## config.mk

```make
export PLATFORM = sky130hd
export DESIGN_NAME = button_pulse_bank
export DESIGN_NICKNAME = d
export VERILOG_FILES = /design/src/rtl/button_pulse_bank_pkg.sv /design/src/rtl/button_pulse_chan.sv /design/src/rtl/button_pulse_bank.sv
export SDC_FILE = /design/constraint.sdc
export NUM_CORES = 1
export LEC_CHECK = 0
export CORE_MARGIN = 2
export CORE_UTILIZATION = 54
export DETAILED_ROUTE_END_ITERATION = 8
export GPL_TIMING_DRIVEN = 0
export PLACE_DENSITY = 0.74
export SKIP_LAST_GASP = 1
export SYNTH_ARGS = -nofsm -noshare
export SYNTH_HDL_FRONTEND = slang
export SYNTH_HIERARCHICAL = 1
export SYNTH_SLANG_ARGS = --single-unit
```

## constraint.sdc

```tcl
create_clock -name clk -period 1.7 [get_ports clk]
set_input_delay 0.17 -clock clk [delete_from_list [all_inputs] [get_ports clk]]
set_output_delay 0.17 -clock clk [all_outputs]
set_load 0.02 [all_outputs]
```

## src/rtl/button_pulse_bank_pkg.sv

```systemverilog
// button_pulse_bank_pkg: edge-mode encodings, default parameters and helpers shared by the button bank.
package button_pulse_bank_pkg;
  localparam int EDGE_RISE = 0;
  localparam int EDGE_FALL = 1;
  localparam int EDGE_BOTH = 2;
  localparam int DEF_CHANNELS = 4;
  localparam int DEF_DEBOUNCE_CYCLES = 16;
  localparam int DEF_EDGE_MODE = EDGE_RISE;
  localparam int DEF_REPEAT_DELAY = 500;
  localparam int DEF_REPEAT_PERIOD = 100;
  // Unknown modes fall back to rising-edge behaviour.
  function automatic logic edge_hit(input int mode, input logic new_level);
    return mode == EDGE_BOTH ? 1'b1 : mode == EDGE_FALL ? !new_level : new_level;
  endfunction
  function automatic int imax(input int a, input int b);
    return a > b ? a : b;
  endfunction
endpackage

```

## src/rtl/button_pulse_chan.sv

```systemverilog
// button_pulse_chan: one channel -- 2-flop synchronizer, debounce filter, edge pulse.
// Auto-repeat while held is compiled in only with BUTTON_REPEAT_EN.
module button_pulse_chan
  import button_pulse_bank_pkg::*;
#(
  parameter int DEBOUNCE_CYCLES = DEF_DEBOUNCE_CYCLES,
  parameter int EDGE_MODE       = DEF_EDGE_MODE,
  parameter int REPEAT_DELAY    = DEF_REPEAT_DELAY,
  parameter int REPEAT_PERIOD   = DEF_REPEAT_PERIOD
) (
  input  logic clk,
  input  logic rst_n,
  input  logic button,
  output logic button_level,
  output logic button_one_shot
);
  localparam int CW = $clog2(DEBOUNCE_CYCLES + 1);
  logic [1:0]    r_sync;
  logic [CW-1:0] r_cnt;
  logic          r_level;
  logic          r_pulse;
  logic          w_diff;
  logic          w_accept;
  logic          w_rep_hit;
  assign w_diff          = r_sync[1] != r_level;
  assign w_accept        = w_diff && r_cnt == CW'(DEBOUNCE_CYCLES - 1);
  assign button_level    = r_level;
  assign button_one_shot = r_pulse;
  always_ff @(posedge clk or negedge rst_n) begin
    if (!rst_n) begin
      r_sync  <= '0;
      r_cnt   <= '0;
      r_level <= 1'b0;
      r_pulse <= 1'b0;
    end else begin
      r_sync  <= {r_sync[0], button};
      r_cnt   <= w_diff && !w_accept ? r_cnt + 1'b1 : '0;
      r_level <= w_accept ? !r_level : r_level;
      r_pulse <= (w_accept && edge_hit(EDGE_MODE, !r_level)) || w_rep_hit;
    end
  end
`ifdef BUTTON_REPEAT_EN
  localparam int RW = $clog2(imax(REPEAT_DELAY, REPEAT_PERIOD) + 1);
  logic [RW-1:0] r_rep;
  logic          r_rep_ph;
  // Phase 0 waits out the initial delay, phase 1 repeats every period.
  assign w_rep_hit = r_level && !w_accept
                     && r_rep == RW'((r_rep_ph ? REPEAT_PERIOD : REPEAT_DELAY) - 1);
  always_ff @(posedge clk or negedge rst_n) begin
    if (!rst_n) begin
      r_rep    <= '0;
      r_rep_ph <= 1'b0;
    end else if (!r_level || w_accept) begin
      r_rep    <= '0;
      r_rep_ph <= 1'b0;
    end else if (w_rep_hit) begin
      r_rep    <= '0;
      r_rep_ph <= 1'b1;
    end else begin
      r_rep    <= r_rep + 1'b1;
    end
  end
`else
  assign w_rep_hit = REPEAT_DELAY < 0 && REPEAT_PERIOD < 0;
`endif
endmodule

```

## src/rtl/button_pulse_bank.sv

```systemverilog
// button_pulse_bank: CHANNELS independent debounced buttons with one-shot pulses and a combined OR.
// Optional auto-repeat via BUTTON_REPEAT_EN.
module button_pulse_bank
  import button_pulse_bank_pkg::*;
#(
  parameter int CHANNELS        = DEF_CHANNELS,
  parameter int DEBOUNCE_CYCLES = DEF_DEBOUNCE_CYCLES,
  parameter int EDGE_MODE       = DEF_EDGE_MODE,
  parameter int REPEAT_DELAY    = DEF_REPEAT_DELAY,
  parameter int REPEAT_PERIOD   = DEF_REPEAT_PERIOD
) (
  input  logic                clk,
  input  logic                rst_n,
  input  logic [CHANNELS-1:0] button,
  output logic [CHANNELS-1:0] button_level,
  output logic [CHANNELS-1:0] button_one_shot,
  output logic                any_one_shot
);
  for (genvar i = 0; i < CHANNELS; i++) begin : g_chan
    button_pulse_chan #(
      .DEBOUNCE_CYCLES(DEBOUNCE_CYCLES),
      .EDGE_MODE      (EDGE_MODE),
      .REPEAT_DELAY   (REPEAT_DELAY),
      .REPEAT_PERIOD  (REPEAT_PERIOD)
    ) u_chan (
      .clk            (clk),
      .rst_n          (rst_n),
      .button         (button[i]),
      .button_level   (button_level[i]),
      .button_one_shot(button_one_shot[i])
    );
  end
  assign any_one_shot = |button_one_shot;
endmodule
```

# [Word level (Yosys, flattened, before mapping)]
# Cells that the tools add are included.
[totals] regBits=36 inputBits=6 out_inout_bits=9 wordCells=53
[classes] add_sub_neg=4 eq_ne=8 n_mux=4 reduce_logical=21
[op_table] cell="$add 5x1->5 const B" count=4
[op_table] cell="$eq 5x4->1 const B" count=4
[op_table] cell="$mux 5" count=4
[op_table] cell="$logic_and 1x1->1" count=12
[op_table] cell="$logic_not 1->1" count=8
[op_table] cell="$ne 1x1->1" count=4
[op_table] cell="$reduce_or 4->1" count=1

# [Logic depth before layout (Yosys ltp)]
[depth] word_depth=5 depth_mapped=5 mapped_depth_nobuf=5

# [Cells and area by module]
# Netlist, hierarchy kept.
[modules_own_cells] module="button_pulse_chan" instances=4 cells_per_inst=27 area_per_inst_um2=350.3 seq_area_each_um2=225.2
[modules_own_cells] module="button_pulse_bank" instances=1 cells_per_inst=1 area_per_inst_um2=7.5 seq_area_each_um2=0.0

# [Worst setup path after synthesis]
# Ideal clock, no wire load.
[synth_timing] path_type="flip-flop to flip-flop" from="register g_chan[0].u_chan.r_cnt[0]" to="register g_chan[0].u_chan.r_cnt[3]" setup_time_ps=96 arrival_time_ps=1286 t_required_ps=1604 slack_ps=319 path_stages_with_launch=6 n_path_buf=0 synth_period_minus_slack_ps=1381 path_cell_list="dfrtp_1 > ha_1 > and3_1 > ha_1 > o21bai_1 > nor4_2"
[synth_between] elab_chain_cells=5 word_cells_on_any_way=6 classes_between="1 x add/sub; 1 x eq/ne; 1 x mux; 3 x reduce/logical"
[synth_lines] element="from (decl)" line_no="button_pulse_chan.sv:19" rtl="logic [CW-1:0] r_cnt;"
[synth_lines] element="from (signal assigned)" line_no="button_pulse_chan.sv:37" rtl="r_cnt <= w_diff && !w_accept ? r_cnt + 1'b1 : '0;"
[synth_lines] element="branches (longest 4 deep; another with $add 5x1->5)"
[synth_lines] element="$mux 5 (*)" line_no="button_pulse_chan.sv:37"
# Mark *: on every way between the ends.
# A chain may end at the register's enable or synchronous reset.

# [Worst setup path in the final report]
[layout_timing] from="register g_chan[1].u_chan.r_pulse" to="output any_one_shot"
[layout_between] elab_chain_cells=1
[layout_lines] element="from (decl)" line_no="button_pulse_chan.sv:21" rtl="logic r_pulse;"
[layout_lines] element="from (signal assigned)" line_no="button_pulse_chan.sv:39" rtl="r_pulse <= (w_accept && edge_hit(EDGE_MODE, !r_level)) || w_rep_hit;"
[layout_lines] element="$reduce_or 4->1" line_no="button_pulse_bank.sv:33" rtl="assign any_one_shot = |button_one_shot;"
[layout_lines] element="to (decl)" line_no="button_pulse_bank.sv:17" rtl="output logic any_one_shot"
# Every way passes these cells.

==> results.md <==
- The endpoint identified for the worst register-to-register timing path is g_chan[1].u_chan/r_cnt[3].
- CTS saw 36 sinks.
- At the worst endpoint, the arrival time is 1.42 ns.
- Dividing the detail-routed via count by the number of cells gives 5.48.
- The class of the tightest hold or removal check is input pin to register.
- Across the VDD grid, the largest voltage drop is ~570 uV.
- During placement, the flow inserted port buffers numbering 14.
- The post-layout minimum cycle time is between 1.5 and 2 ns.
- For this block, the routed nets add up to about 2100 um of wire.
- Sorting the synthesized cells by area gives the leading types as dfrtp_1, ha_1, xnor2_1.
- The type of the worst setup path is register to primary output.
- Pin placement for this block handled 15 I/O pins.
- Detailed placement ended at an HPWL of ~1500 um.
- The end point of the critical path is any_one_shot.
- The upper clock frequency limit is 630 MHz.
- The flop and latch count out of synthesis is 36.
- For this run, design rule violations remaining after detail routing come to 0.
- The worst setup path startpoint is g_chan[1].u_chan/button_one_shot.
- The flow ran to the end, and the final reports show no timing, DRC or antenna violations.
- The commonest non-fill, non-tap cell in the layout is dfrtp_1.
- Counting tap cells, the placed design contains a total of 153 instances.
- The initial core utilization is between 50% and 60%.
- The number of search-and-repair iterations in the first detailed-routing pass is 3.
- The pin count of the biggest net entering global routing is 37.
- Measured in cells, the most critical reg-to-reg path has a length of 5.
- The kind of launch point of the worst setup path is a register.
- The total area inside the core boundary comes to about 2500 um2.
- Excluding fillers, the count of instances in the completed layout stands at 162.
- The sequential cell area fraction in the yosys report is between 60% and 70%.
- The initial antenna violation count came to 0.
- The number of buffers between clock root and the deepest sink is 2.
- The die width is 55.1 um.
- The max-slew violation total from the final report was 0.
- The clock tree from TritonCTS is yes.
- The number of global-route vias before repair was around 850.
- The slew at the pin with the worst max-slew slack is about 0.77 ns.
- The Yosys step of the flow raised 6 warnings.
- The buffer type at the clock tree root is clkbuf_4.
- For the worst setup path, the data required time is between 1.5 and 2 ns.
- The cell type with the highest aggregate area in the netlist is dfrtp_1.
- Setup repair after global routing left no endpoint under its margin.
- Leaving out fill and tap cells, the most frequent cells in the layout are dfrtp_1, nor3_1, clkdlybuf4s50_1.
- The maximum clock skew at final layout is around 0.0083 ns.
- The number of maximum-capacitance constraint violations is 0.
- The synthesized netlist contains 15 unique library cells.
- The clock network latency to the later pin of the worst-skew pair is about 0.33 ns.
- Summing every instance area after synthesis gives 1410 um2.
- The clock slew at the register clock pins of the worst setup and hold paths is about 0.11 ns.
- The final layout net count is 145.
- The number of antenna diodes in the final layout is 0.
- The portion of the clock cycle consumed by the worst path in the final layout is 93.3%.
- The overall track demand over capacity in global routing is 17.0%.
- The setup slack of the worst register-to-register path is ~0.17 ns.
- The fraction of layout cells with a size suffix above 1 is approximately a tenth.
- The design draws 1.47 mW.
- The number of H-tree levels is 2.
- The remaining antenna violation count is 0.
- The area growth from synthesis to layout is 17.0%.
- Setup slack on the critical path of the routed design comes to 0.114 ns.
- From bottom edge to top edge, the die measures 55.1 um.
- Timing analysis after detailed placement gives a worst setup slack of approximately 0.095 ns.
- For this design the ratio of total power to cell area is between 800 and 900 nW/um2.
- Of the post-synthesis cell area, the dominant cell type holds between 60% and 70%.
- STA classifies the critical path endpoint as a primary output.
- The final estimated routing congestion in global placement is 0.669.
- The first-pass GRT wire length is between 3000 and 4000 um.
- The average wire per cell in the routed design is about 13 um.
- The post-synthesis net count is 123.
- The launch instance of the worst register-to-register path is g_chan[1].u_chan/r_cnt[0].
- The worst pin sits at a relative slew slack of approximately 50%.
- The synthesized instance count is between 100 and 150.
- The number of setup buffers added after CTS is 0.
- The floorplan step defined a die boundary enclosing 3030 um2.
- The initialized floorplan defines 18 standard-cell rows.
- In this run the static leakage power is approximately 0.74 nW.
- The maximum fanout count along the critical path is 2.
- The final global-route overflow total is 0.
- The final-report setup violation count is 0.
- Summing over every cut layer, the via total after detailed routing is between 800 and 900.
- The hold violation total from the final report is 0.
- The total clock buffers created by CTS is 5.
- The number of violations reported at the end of detailed-routing iteration 0 is 5.
- The average cell area after synthesis is roughly 13 um2.
flip-flops by register name, indices dropped and copies added, names as in the netlist:
signal,cells
g_chan.u_chan/r_cnt,20
g_chan.u_chan/r_sync,8
g_chan.u_chan/button_level,4
g_chan.u_chan/button_one_shot,4
cells in the mapped netlist:
cell / count
nor3b_1: 4
ha_1: 8
and4_1: 4
a21oi_1: 4
nor3_1: 12
nand2_1: 4
o21bai_1: 4
xnor2_1: 8
and3_1: 4
nor4_2: 4
or4_1: 1
dfrtp_1: 36
nor2_1: 4
o21ai_0: 4
inv_1: 8
timing repair:
action                                  4_1_cts  5_1_grt
hold buffers                                  1        0
resized for setup                             4        0
endpoints found under the hold margin        36        0
endpoints found under the setup margin        1        0
logic make-up after synthesis:
family	after synthesis	synth area share, %
adder cells (fa/ha/maj)	8	7.11
AO/OA/AOI/OAI	12	4.97
flip-flops	36	63.9
buffers and inverters	8	2.13
AND/OR/NAND/NOR	37	16.9
XOR/XNOR	8	4.97
report_power, final:
part	switching [mW]	internal, mW	total [mW]
Clock	0.272	0.197	0.469
Combinational	0.0439	0.0415	0.0854
Sequential	0.0264	0.888	0.915
Total	0.342	1.13	1.47
through the flow:
step                instance area [um2]  TNS (ns)  utilization, %  hold slack, ns
floorplan                          1410         0               -          -0.126
global placement                   1590     -8.58            64.0           0.332
detailed placement                 1580         0            63.8           0.293
CTS                                1650         0            66.5           0.258
global route                       1650         0            66.5           0.248
finish                             1650         0            66.5           0.273
per-layer routing:
| layer | global-route usage [%] | part of all wire (%) | wire length (um) |
|---|---|---|---|
| met4 | 9.76 | 2.0 | 41 |
| met1 | 20.0 | 45 | 940 |
| met2 | 27.4 | 49 | 1030 |
| met3 | 5.65 | 4.1 | 85 |
| met5 | 0 | 0 | 0 |
worst max-delay path: stages (launching register included):
cell     delay (ns)
dfrtp_1        0.40
or4_1          0.52
buf_2          0.17
how the worst min path moves through the flow:
stage / startpoint / to / slack (ns) / cells past startpoint
2_1_floorplan: rst_n / g_chan[0].u_chan/button_level / -0.13 / 0
5_1_grt: button[0] / g_chan[0].u_chan/r_sync[0] / 0.25 / 1
6_report: button[3] / g_chan[3].u_chan/r_sync[0] / 0.27 / 1
3_3_place_gp: g_chan[3].u_chan/r_sync[0] / g_chan[3].u_chan/r_sync[1] / 0.33 / 0
3_5_place_dp: rst_n / g_chan[1].u_chan/r_cnt[4] / 0.29 / 1
4_1_cts: button[0] / g_chan[0].u_chan/r_sync[0] / 0.26 / 1
area by class of cell:
cell class	count	area [um2]
sequential	36	901
fill	194	830
multi-input combinational	65	478
timing repair buffer	15	140
clock buffer	6	51.3
tap	30	37.5
inverter	8	30.0
clock inverter	2	10.0
Note: power is estimated with default switching activity, not from simulation.
